--- config.mk ---
export PLATFORM = sky130hd
export DESIGN_NAME = id_ex_reg_flat
export DESIGN_NICKNAME = d
export VERILOG_FILES = /design/src/rtl/id_ex_reg_if.sv /design/src/rtl/id_ex_reg.sv /design/src/flat_wrapper.sv
export SDC_FILE = /design/constraint.sdc
export NUM_CORES = 1
export LEC_CHECK = 0
export BUFFER_PORTS_ARGS = -buffer_cell sky130_fd_sc_hd__buf_2
export CAP_MARGIN = 20
export CORE_AREA = 2 2 134 136
export DETAILED_ROUTE_END_ITERATION = 16
export DIE_AREA = 0 0 136 138
export SLEW_MARGIN = 20
export SYNTH_ARGS = -nofsm -noshare
export SYNTH_HDL_FRONTEND = slang
export SYNTH_SLANG_ARGS = --single-unit
--- constraint.sdc ---
create_clock -name cpu_clk -period 2.1 [get_ports cpu_clk]
set_input_delay 0.42 -clock cpu_clk [delete_from_list [all_inputs] [get_ports cpu_clk]]
set_output_delay 0.42 -clock cpu_clk [all_outputs]
set_load 0.02 [all_outputs]
--- src/rtl/id_ex_reg_if.sv ---
// ID/EX pipeline-register bus: ID-stage instruction fields, MEM write-back bypass,
// pipeline control in, and the registered EX-stage view plus the ID stall out.
interface id_ex_reg_if;
  logic        id_valid;
  logic [31:0] id_pc;
  logic [31:0] id_rd1;
  logic [31:0] id_rd2;
  logic [31:0] id_imm;
  logic [4:0]  id_rs1;
  logic [4:0]  id_rs2;
  logic [4:0]  id_rd;
  logic        id_rs1_used;
  logic        id_rs2_used;
  logic        id_rf_we;
  logic        id_mem_rd;
  logic        id_rd1_pc_Sel;
  logic        id_rd2_Imm_Sel;
  logic        id_unsigned_Sel;
  logic [3:0]  id_ALU_Sel;
  logic        mem_rf_we;
  logic [4:0]  mem_rd;
  logic [31:0] mem_wdata;
  logic        flush;
  logic        ex_hold;

  logic        ex_valid;
  logic        ex_rf_we;
  logic        ex_mem_rd;
  logic [4:0]  ex_rd;
  logic [31:0] ex_pc;
  logic [31:0] ex_rd1;
  logic [31:0] ex_rd2;
  logic [31:0] ex_imm;
  logic        rd1_pc_Sel;
  logic        rd2_Imm_Sel;
  logic        unsigned_Sel;
  logic [3:0]  ALU_Sel;
  logic        Forward_A_Sel;
  logic        Forward_B_Sel;
  logic        id_stall;

  modport master (
    output id_valid, id_pc, id_rd1, id_rd2, id_imm, id_rs1, id_rs2, id_rd,
           id_rs1_used, id_rs2_used, id_rf_we, id_mem_rd, id_rd1_pc_Sel,
           id_rd2_Imm_Sel, id_unsigned_Sel, id_ALU_Sel, mem_rf_we, mem_rd,
           mem_wdata, flush, ex_hold,
    input  ex_valid, ex_rf_we, ex_mem_rd, ex_rd, ex_pc, ex_rd1, ex_rd2, ex_imm,
           rd1_pc_Sel, rd2_Imm_Sel, unsigned_Sel, ALU_Sel, Forward_A_Sel,
           Forward_B_Sel, id_stall
  );

  modport slave (
    input  id_valid, id_pc, id_rd1, id_rd2, id_imm, id_rs1, id_rs2, id_rd,
           id_rs1_used, id_rs2_used, id_rf_we, id_mem_rd, id_rd1_pc_Sel,
           id_rd2_Imm_Sel, id_unsigned_Sel, id_ALU_Sel, mem_rf_we, mem_rd,
           mem_wdata, flush, ex_hold,
    output ex_valid, ex_rf_we, ex_mem_rd, ex_rd, ex_pc, ex_rd1, ex_rd2, ex_imm,
           rd1_pc_Sel, rd2_Imm_Sel, unsigned_Sel, ALU_Sel, Forward_A_Sel,
           Forward_B_Sel, id_stall
  );
endinterface

--- src/rtl/id_ex_reg.sv ---
// ID/EX pipeline register with load-use stall detection, EX-forward select capture
// and MEM write-back bypass of the register-file read data.
module id_ex_reg #(
  parameter logic [31:0] RESET_PC = 32'h0000_0000
) (
  input logic       cpu_clk,
  input logic       cpu_rst,
  id_ex_reg_if.slave bus
);

  typedef struct packed {
    logic        valid;
    logic        rf_we;
    logic        mem_rd;
    logic [4:0]  rd;
    logic [31:0] pc;
    logic [31:0] rd1;
    logic [31:0] rd2;
    logic [31:0] imm;
    logic        rd1_pc_sel;
    logic        rd2_imm_sel;
    logic        unsigned_sel;
    logic [3:0]  alu_sel;
    logic        fwd_a;
    logic        fwd_b;
  } ex_t;

  ex_t  ex_q, ex_d, cap;
  logic load_use;
  logic fwd_a, fwd_b;
  logic byp_1, byp_2;
  logic ex_writes_alu;

  always_comb begin
    ex_writes_alu = ex_q.valid & ex_q.rf_we & ~ex_q.mem_rd & (ex_q.rd != 5'd0);
    fwd_a = bus.id_rs1_used & ex_writes_alu & (bus.id_rs1 == ex_q.rd);
    fwd_b = bus.id_rs2_used & ex_writes_alu & (bus.id_rs2 == ex_q.rd);
    byp_1 = bus.mem_rf_we & (bus.mem_rd != 5'd0) & (bus.mem_rd == bus.id_rs1);
    byp_2 = bus.mem_rf_we & (bus.mem_rd != 5'd0) & (bus.mem_rd == bus.id_rs2);
    // Load result is not available until MEM, so a consumer in ID must wait one cycle.
    load_use = bus.id_valid & ex_q.valid & ex_q.mem_rd & (ex_q.rd != 5'd0) &
               ((bus.id_rs1_used & (bus.id_rs1 == ex_q.rd)) |
                (bus.id_rs2_used & (bus.id_rs2 == ex_q.rd)));
  end

  always_comb begin
    cap              = '0;
    cap.valid        = 1'b1;
    cap.rf_we        = bus.id_rf_we;
    cap.mem_rd       = bus.id_mem_rd;
    cap.rd           = bus.id_rd;
    cap.pc           = bus.id_pc;
    cap.rd1          = byp_1 ? bus.mem_wdata : bus.id_rd1;
    cap.rd2          = byp_2 ? bus.mem_wdata : bus.id_rd2;
    cap.imm          = bus.id_imm;
    cap.rd1_pc_sel   = bus.id_rd1_pc_Sel;
    cap.rd2_imm_sel  = bus.id_rd2_Imm_Sel;
    cap.unsigned_sel = bus.id_unsigned_Sel;
    cap.alu_sel      = bus.id_ALU_Sel;
    cap.fwd_a        = fwd_a;
    cap.fwd_b        = fwd_b;
  end

  always_comb begin
    ex_d = '0;
    if (bus.flush) begin
      ex_d = '0;
    end else if (bus.ex_hold) begin
      ex_d = ex_q;
    end else if (load_use || !bus.id_valid) begin
      ex_d = '0;
    end else begin
      ex_d = cap;
    end
  end

  always_ff @(posedge cpu_clk) begin
    if (cpu_rst) begin
      ex_q    <= '0;
      ex_q.pc <= RESET_PC;
    end else begin
      ex_q <= ex_d;
    end
  end

  assign bus.id_stall      = ~bus.flush & (bus.ex_hold | load_use);
  assign bus.ex_valid      = ex_q.valid;
  assign bus.ex_rf_we      = ex_q.rf_we;
  assign bus.ex_mem_rd     = ex_q.mem_rd;
  assign bus.ex_rd         = ex_q.rd;
  assign bus.ex_pc         = ex_q.pc;
  assign bus.ex_rd1        = ex_q.rd1;
  assign bus.ex_rd2        = ex_q.rd2;
  assign bus.ex_imm        = ex_q.imm;
  assign bus.rd1_pc_Sel    = ex_q.rd1_pc_sel;
  assign bus.rd2_Imm_Sel   = ex_q.rd2_imm_sel;
  assign bus.unsigned_Sel  = ex_q.unsigned_sel;
  assign bus.ALU_Sel       = ex_q.alu_sel;
  assign bus.Forward_A_Sel = ex_q.fwd_a;
  assign bus.Forward_B_Sel = ex_q.fwd_b;

endmodule

--- src/flat_wrapper.sv ---
// flat-port wrapper written by rule: the top's interface ports become plain ports
module id_ex_reg_flat 
#(
  parameter logic [31:0] RESET_PC = 32'h0000_0000
)
  (cpu_clk, cpu_rst, bus_id_valid, bus_id_pc, bus_id_rd1, bus_id_rd2, bus_id_imm, bus_id_rs1, bus_id_rs2, bus_id_rd, bus_id_rs1_used, bus_id_rs2_used, bus_id_rf_we, bus_id_mem_rd, bus_id_rd1_pc_Sel, bus_id_rd2_Imm_Sel, bus_id_unsigned_Sel, bus_id_ALU_Sel, bus_mem_rf_we, bus_mem_rd, bus_mem_wdata, bus_flush, bus_ex_hold, bus_ex_valid, bus_ex_rf_we, bus_ex_mem_rd, bus_ex_rd, bus_ex_pc, bus_ex_rd1, bus_ex_rd2, bus_ex_imm, bus_rd1_pc_Sel, bus_rd2_Imm_Sel, bus_unsigned_Sel, bus_ALU_Sel, bus_Forward_A_Sel, bus_Forward_B_Sel, bus_id_stall);
  id_ex_reg_if bus_i ();
  input logic cpu_clk;
  input logic cpu_rst;
  input wire logic [$bits(bus_i.id_valid)-1:0] bus_id_valid;
  input wire logic [$bits(bus_i.id_pc)-1:0] bus_id_pc;
  input wire logic [$bits(bus_i.id_rd1)-1:0] bus_id_rd1;
  input wire logic [$bits(bus_i.id_rd2)-1:0] bus_id_rd2;
  input wire logic [$bits(bus_i.id_imm)-1:0] bus_id_imm;
  input wire logic [$bits(bus_i.id_rs1)-1:0] bus_id_rs1;
  input wire logic [$bits(bus_i.id_rs2)-1:0] bus_id_rs2;
  input wire logic [$bits(bus_i.id_rd)-1:0] bus_id_rd;
  input wire logic [$bits(bus_i.id_rs1_used)-1:0] bus_id_rs1_used;
  input wire logic [$bits(bus_i.id_rs2_used)-1:0] bus_id_rs2_used;
  input wire logic [$bits(bus_i.id_rf_we)-1:0] bus_id_rf_we;
  input wire logic [$bits(bus_i.id_mem_rd)-1:0] bus_id_mem_rd;
  input wire logic [$bits(bus_i.id_rd1_pc_Sel)-1:0] bus_id_rd1_pc_Sel;
  input wire logic [$bits(bus_i.id_rd2_Imm_Sel)-1:0] bus_id_rd2_Imm_Sel;
  input wire logic [$bits(bus_i.id_unsigned_Sel)-1:0] bus_id_unsigned_Sel;
  input wire logic [$bits(bus_i.id_ALU_Sel)-1:0] bus_id_ALU_Sel;
  input wire logic [$bits(bus_i.mem_rf_we)-1:0] bus_mem_rf_we;
  input wire logic [$bits(bus_i.mem_rd)-1:0] bus_mem_rd;
  input wire logic [$bits(bus_i.mem_wdata)-1:0] bus_mem_wdata;
  input wire logic [$bits(bus_i.flush)-1:0] bus_flush;
  input wire logic [$bits(bus_i.ex_hold)-1:0] bus_ex_hold;
  output wire logic [$bits(bus_i.ex_valid)-1:0] bus_ex_valid;
  output wire logic [$bits(bus_i.ex_rf_we)-1:0] bus_ex_rf_we;
  output wire logic [$bits(bus_i.ex_mem_rd)-1:0] bus_ex_mem_rd;
  output wire logic [$bits(bus_i.ex_rd)-1:0] bus_ex_rd;
  output wire logic [$bits(bus_i.ex_pc)-1:0] bus_ex_pc;
  output wire logic [$bits(bus_i.ex_rd1)-1:0] bus_ex_rd1;
  output wire logic [$bits(bus_i.ex_rd2)-1:0] bus_ex_rd2;
  output wire logic [$bits(bus_i.ex_imm)-1:0] bus_ex_imm;
  output wire logic [$bits(bus_i.rd1_pc_Sel)-1:0] bus_rd1_pc_Sel;
  output wire logic [$bits(bus_i.rd2_Imm_Sel)-1:0] bus_rd2_Imm_Sel;
  output wire logic [$bits(bus_i.unsigned_Sel)-1:0] bus_unsigned_Sel;
  output wire logic [$bits(bus_i.ALU_Sel)-1:0] bus_ALU_Sel;
  output wire logic [$bits(bus_i.Forward_A_Sel)-1:0] bus_Forward_A_Sel;
  output wire logic [$bits(bus_i.Forward_B_Sel)-1:0] bus_Forward_B_Sel;
  output wire logic [$bits(bus_i.id_stall)-1:0] bus_id_stall;
  assign bus_i.id_valid = bus_id_valid;
  assign bus_i.id_pc = bus_id_pc;
  assign bus_i.id_rd1 = bus_id_rd1;
  assign bus_i.id_rd2 = bus_id_rd2;
  assign bus_i.id_imm = bus_id_imm;
  assign bus_i.id_rs1 = bus_id_rs1;
  assign bus_i.id_rs2 = bus_id_rs2;
  assign bus_i.id_rd = bus_id_rd;
  assign bus_i.id_rs1_used = bus_id_rs1_used;
  assign bus_i.id_rs2_used = bus_id_rs2_used;
  assign bus_i.id_rf_we = bus_id_rf_we;
  assign bus_i.id_mem_rd = bus_id_mem_rd;
  assign bus_i.id_rd1_pc_Sel = bus_id_rd1_pc_Sel;
  assign bus_i.id_rd2_Imm_Sel = bus_id_rd2_Imm_Sel;
  assign bus_i.id_unsigned_Sel = bus_id_unsigned_Sel;
  assign bus_i.id_ALU_Sel = bus_id_ALU_Sel;
  assign bus_i.mem_rf_we = bus_mem_rf_we;
  assign bus_i.mem_rd = bus_mem_rd;
  assign bus_i.mem_wdata = bus_mem_wdata;
  assign bus_i.flush = bus_flush;
  assign bus_i.ex_hold = bus_ex_hold;
  assign bus_ex_valid = bus_i.ex_valid;
  assign bus_ex_rf_we = bus_i.ex_rf_we;
  assign bus_ex_mem_rd = bus_i.ex_mem_rd;
  assign bus_ex_rd = bus_i.ex_rd;
  assign bus_ex_pc = bus_i.ex_pc;
  assign bus_ex_rd1 = bus_i.ex_rd1;
  assign bus_ex_rd2 = bus_i.ex_rd2;
  assign bus_ex_imm = bus_i.ex_imm;
  assign bus_rd1_pc_Sel = bus_i.rd1_pc_Sel;
  assign bus_rd2_Imm_Sel = bus_i.rd2_Imm_Sel;
  assign bus_unsigned_Sel = bus_i.unsigned_Sel;
  assign bus_ALU_Sel = bus_i.ALU_Sel;
  assign bus_Forward_A_Sel = bus_i.Forward_A_Sel;
  assign bus_Forward_B_Sel = bus_i.Forward_B_Sel;
  assign bus_id_stall = bus_i.id_stall;
  id_ex_reg #(.RESET_PC(RESET_PC)) u_core (.cpu_clk(cpu_clk), .cpu_rst(cpu_rst), .bus(bus_i));
endmodule
Word level (Yosys, flattened, before mapping)

Cells that the tools add are included.

Add/subtract/negate cells: 0
$mul: 0
Div/mod/pow operators: 0
Magnitude comparators: 0
Eq/ne operators: 4
Shift-type cells: 0
Muxes and demuxes: 3
Bitwise gates (word level): 21
Reductions and logical operators: 5

Operators with widths:

| operator           | number |
|---|---|
| 145-bit 2-to-1 mux | 1 |
| 32-bit 2-to-1 mux  | 2 |
| 5-bit == test      | 4 |
| 1-bit bitwise AND  | 17 |
| 5-bit nonzero test | 2 |
| 1-bit NOT          | 2 |
| 1-bit OR           | 2 |
| 2-bit OR reduction | 1 |
| 1-bit zero test    | 1 |
| 1-bit logical OR   | 1 |

Bits in registers: 145
Latch bits: 0
Bits in writable memories: 0
Memory bits (read-only): 0
Output and inout port bits: 146
Logic and storage cells: 47
Memories: 0

Logic depth before layout (Yosys ltp)

Depth in word-level cells: 6
Mapped depth: 9
Gate-level depth less buffers: 6

Least setup slack after synthesis

Ideal clock, no wire load.

Path kind: register to register
Start: register u_core.ex_q (netlist bit u_core.bus.ex_rd[3])
End: register u_core.ex_q (netlist bit u_core.bus.ex_imm[0])
Setup time: 0.117 ns
Arrival: 1.944 ns
Data required time: 1.983 ns
Setup slack: 0.039 ns
Stages on the path, launching flop included: 10
Buffers on the path: 3
Clock period less this slack: 2.061 ns
Cells stage by stage: dfxtp_1 xor2_1 nor4_1 nand3_1 a21o_2 and3_1 buf_6 buf_6 buf_6 a22o_1

Cells in the longest elaborated chain, start to end: 6
Elaborated cells between the ends (all ways): 10
Those cells by class: 2 x eq/ne; 1 x mux; 5 x bitwise; 2 x reduce/logical

Ends and longest elaborated chain:

| item                                 | RTL line                         | RTL |
|---|---|---|
| start, declared                      | id_ex_reg.sv:28                  | `ex_t ex_q, ex_d, cap;` |
| 5-bit == test (on tied branches)     | id_ex_reg.sv:42, id_ex_reg.sv:43 |  |
| 1-bit bitwise AND (on tied branches) | id_ex_reg.sv:42, id_ex_reg.sv:43 |  |
| 1-bit OR                             | id_ex_reg.sv:42                  | `((bus.id_rs1_used & (bus.id_rs1 == ex_q.rd)) \|` |
| 1-bit bitwise AND (*)                | id_ex_reg.sv:41                  | `load_use = bus.id_valid & ex_q.valid & ex_q.mem_rd & (ex_q.rd != 5'd0) &` |
| 1-bit logical OR (*)                 | id_ex_reg.sv:70                  | `end else if (load_use \|\| !bus.id_valid) begin` |
| 145-bit 2-to-1 mux (*)               | id_ex_reg.sv:70                  |  |

Every way passes the cells marked *; elsewhere a longest branch is shown, timed or not.
A chain may end at the register's enable or synchronous reset.

Final worst setup path

Start: register u_core.ex_q (netlist bit u_core.bus.ex_rd[3])
End: output bus_id_stall

Cells in the longest elaborated chain, start to end: 6
Elaborated cells between the ends (all ways): 10
Those cells by class: 2 x eq/ne; 7 x bitwise; 1 x reduce/logical

Ends and longest elaborated chain:

| item                                 | RTL line                         | RTL |
|---|---|---|
| 5-bit == test (on tied branches)     | id_ex_reg.sv:42, id_ex_reg.sv:43 |  |
| 1-bit bitwise AND (on tied branches) | id_ex_reg.sv:42, id_ex_reg.sv:43 |  |
| 1-bit OR                             | id_ex_reg.sv:42                  |  |
| 1-bit bitwise AND (*)                | id_ex_reg.sv:41                  |  |
| 1-bit OR (*)                         | id_ex_reg.sv:86                  | `assign bus.id_stall = ~bus.flush & (bus.ex_hold \| load_use);` |
| 1-bit bitwise AND (*)                | id_ex_reg.sv:86                  |  |
| end, declared                        | flat_wrapper.sv:45               | `output wire logic [$bits(bus_i.id_stall)-1:0] bus_id_stall;` |

Marks and branches as above.

==> results.cfg <==
[critical_path]
arrival_ns = 1.95
path_buf_inv = 1
r2r-start = u_core.bus.ex_rd[3]
cp_slowest_cell = nor4_2
critical_path.top_delay_family = simple AND/OR/NAND/NOR gates
start_kind = flip-flop
r2r_slack_ns = -0.24
crit_type = reg -> out
crit_path_end_kind = output pin
r2r_cells = 10
cpPeakStageDelay_ns = 0.35
r2r-end = u_core.bus.ex_pc[1]
crit_cells = 6
path_cells = xor2_1 > nor4_2 > nand3_1 > a21o_2 > a21oi_2 > buf_6
cp_max_fo = 3
required_ns = 1.68

[global_routing]
grt_usage_pct = 18.8
grt.overflow.total = 0
grt_antenna_before_repair = 0
grt_max_degree = 66
first_global_vias = 4989
grt_pass1_wl_um = 27500

[synthesis]
yosysMostFrequentCell = dfxtp_1
synth_cells = 501
synth_top_cell_by_area = dfxtp_1
yosys_most_used_dff = dfxtp_1
syn_area_um2 = 5330
synth_nets = 698
netlist_top_cells_count = dfxtp_1, a22o_1, mux2i_1, nand2_1, o21ai_0
synth_edf_count = 0
ys_seq_area_share_pct = 54.5
yosysWarnings = 0
ys_top_cells_by_area = dfxtp_1, a22o_1, mux2i_1
synthDominantCellAreaShare_pct = 54.5
ys_ff_latch = 145
synth_async_sr_flop_share_pct = 0
ys_types = 27
syn_area_per_cell_um2 = 10.6

[status]
violations = negative setup slack
status = finished with violations

[sta]
fin_ws_ns = -0.275
finalCriticalPeriod_ns = 2.37
setup_viol = 139
timing.final.crit_share_pct = 113
drv_slew = 0
rsz0062_at_grt = yes
hold_ws_ns = 0.218
finClkSkew_ns = 0.0121
slew_headroom_pct = 36.3
worst_pin_slew_ns = 0.949
hold_violations = 0
fmax_mhz = 421

[clock_network]
cts_hold_buf = 0
cts.sinks = 145
clk_latency_ns = 0.42
cts_root_buf = clkbuf_16
cts_buffer_depth = 2
cts_tree = built
cts_buffers = 17
htree_levels = 4
cts.reportedPaths.clkPinSlew_ns = 0.06

[power_and_ir_drop]
power.density_nw_per_um2 = 760
power.static_leakage_nw = 4.20
vdd_drop_max_v = 0.000501

[floorplan]
coreArea_um2 = 17500
die_w_um = 136
io_pins = 343
core.rowCount = 49
fp.dieArea_um2 = 18800
start_util_pct = 30.4
dieHeight_um = 138

[hold_path]
holdPathEnd = u_core.bus.ex_pc[13]
hold_path_class = in -> reg
whs_path_depth = 2
hold_path.startpoint = bus_id_pc[13]

[detailed_routing]
wirelength_um = 18900
antenna_left = 0
drc_errors = 0
drtIter0Drc = 191
firstDrtPassIters = 4
vias = 5295
via_per_inst = 4.69
post_drt_wl_per_cell_um = 16.7

[layout]
drive_gt1_share_pct = 52.2
multi_input_area_um2 = 2390
final_cell_area_um2 = 8910
num-nets-final = 1086
nFillCells = 1648
area_growth_pct = 67.2
seqCellArea_um2 = 2910
n_antenna_cell = 0

[placement]
dp_hpwl_um = 12700
postPlaceCellArea_um2 = 7550
numPortBuffers = 342
gp_congestion = 0.817

[run]
cap_viol_max_count = 0
## cell usage in the layout (no fill, tap or decap), types with 3 or more instances in the layout
cell type	netlist	routed
a22o_1	78	78
buf_12	0	18
buf_16	0	9
buf_2	11	341
buf_4	0	27
buf_6	4	4
bufinv_16	0	4
clkbuf_16	0	22
clkinv_4	0	3
dfxtp_1	145	141
mux2i_1	64	64
nand2_1	64	64
nand3_1	5	4
nor2_1	3	3
nor3_1	4	3
o21ai_0	49	3
o21ai_1	16	40
o21ai_2	0	22
xnor2_1	8	8
xor2_1	12	12
## cells by family after synthesis
group,after synthesis,share of synthesized area [%]
AOI/OAI and AO/OA,149,19.7
xor gates and xnor gates,20,3.29
buffers and inverters,37,3.43
DFF,145,54.5
muxes,64,12.0
and+or+nand+nor,86,7.14
## per-layer routing
metal / wire length (um) / track usage, %
met1: 8240 / 24.0
met2: 9120 / 30.8
met3: 1260 / 4.51
met4: 298 / 6.36
met5: 0 / 0
## final cells by class
| class | instances | share of cell area [%] |
|---|---|---|
| Tap cell | 229 | 3.22 |
| Multi-Input combinational cell | 320 | 26.9 |
| Inverter | 1 | 0.0421 |
| Clock inverter | 11 | 2.01 |
| Timing Repair Buffer | 404 | 30.2 |
| Clock buffer | 20 | 5.01 |
| Sequential cell | 145 | 32.7 |
## repair_timing
| item | CTS | global route |
|---|---|---|
| gates resized for setup | 22 | 71 |
| buffers inserted | 9 | 5 |
| pin swaps | 62 | 4 |
| endpoints found under the setup margin | 78 | 143 |
| gates cloned | 10 | 7 |
## per-stage QoR
stage / cells / power (mW) / setup slack (ns) / TNS, ns / util [%]
floorplan: 501 / 3.15 / 0.0387 / 0 / -
global placement: 1068 / 3.50 / -0.242 / -24.51 / 43.1
detailed placement: 1068 / 3.50 / -0.298 / -27.94 / 43.1
CTS: 1118 / 6.81 / -0.295 / -14.80 / 49.1
global route: 1130 / 7.03 / -0.400 / -30.50 / 50.8
finish: 1130 / 6.77 / -0.275 / -17.37 / 50.8
## state kept, by name, summed over array words and instances, names as in the netlist
signal                    cells
u_core.bus.ex_mem_rd          1
u_core.bus.ALU_Sel            4
u_core.bus.rd1_pc_Sel         1
u_core.bus.ex_pc             32
u_core.bus.ex_rd              5
u_core.bus.Forward_B_Sel      1
u_core.bus.rd2_Imm_Sel        1
u_core.bus.ex_rd1            32
u_core.bus.ex_rd2            32
u_core.bus.ex_valid           1
u_core.bus.ex_rf_we           1
u_core.bus.ex_imm            32
u_core.bus.unsigned_Sel       1
u_core.bus.Forward_A_Sel      1
## how the worst max path moves through the flow
stage,startpoint,endpoint,slack (ns)
final,u_core.bus.ex_rd[3],bus_id_stall,-0.27
after global placement,bus_id_rs2[3],u_core.bus.ex_imm[22],-0.24
after floorplan,u_core.bus.ex_rd[3],u_core.bus.ex_imm[0],0.04
after global routing,u_core.bus.ex_rd[3],bus_id_stall,-0.40
after detailed placement,bus_mem_rd[2],u_core.bus.ex_rd2[30],-0.30
after CTS,u_core.bus.ex_rd[1],bus_id_stall,-0.30
## where the power goes
part	internal, mW	leakage [nW]	switching [mW]
Clock	2.03	0.297	1.22
Sequential	2.81	1.18	0.0295
Combinational	0.348	2.72	0.344
Note: power is estimated with default switching activity, not from simulation.
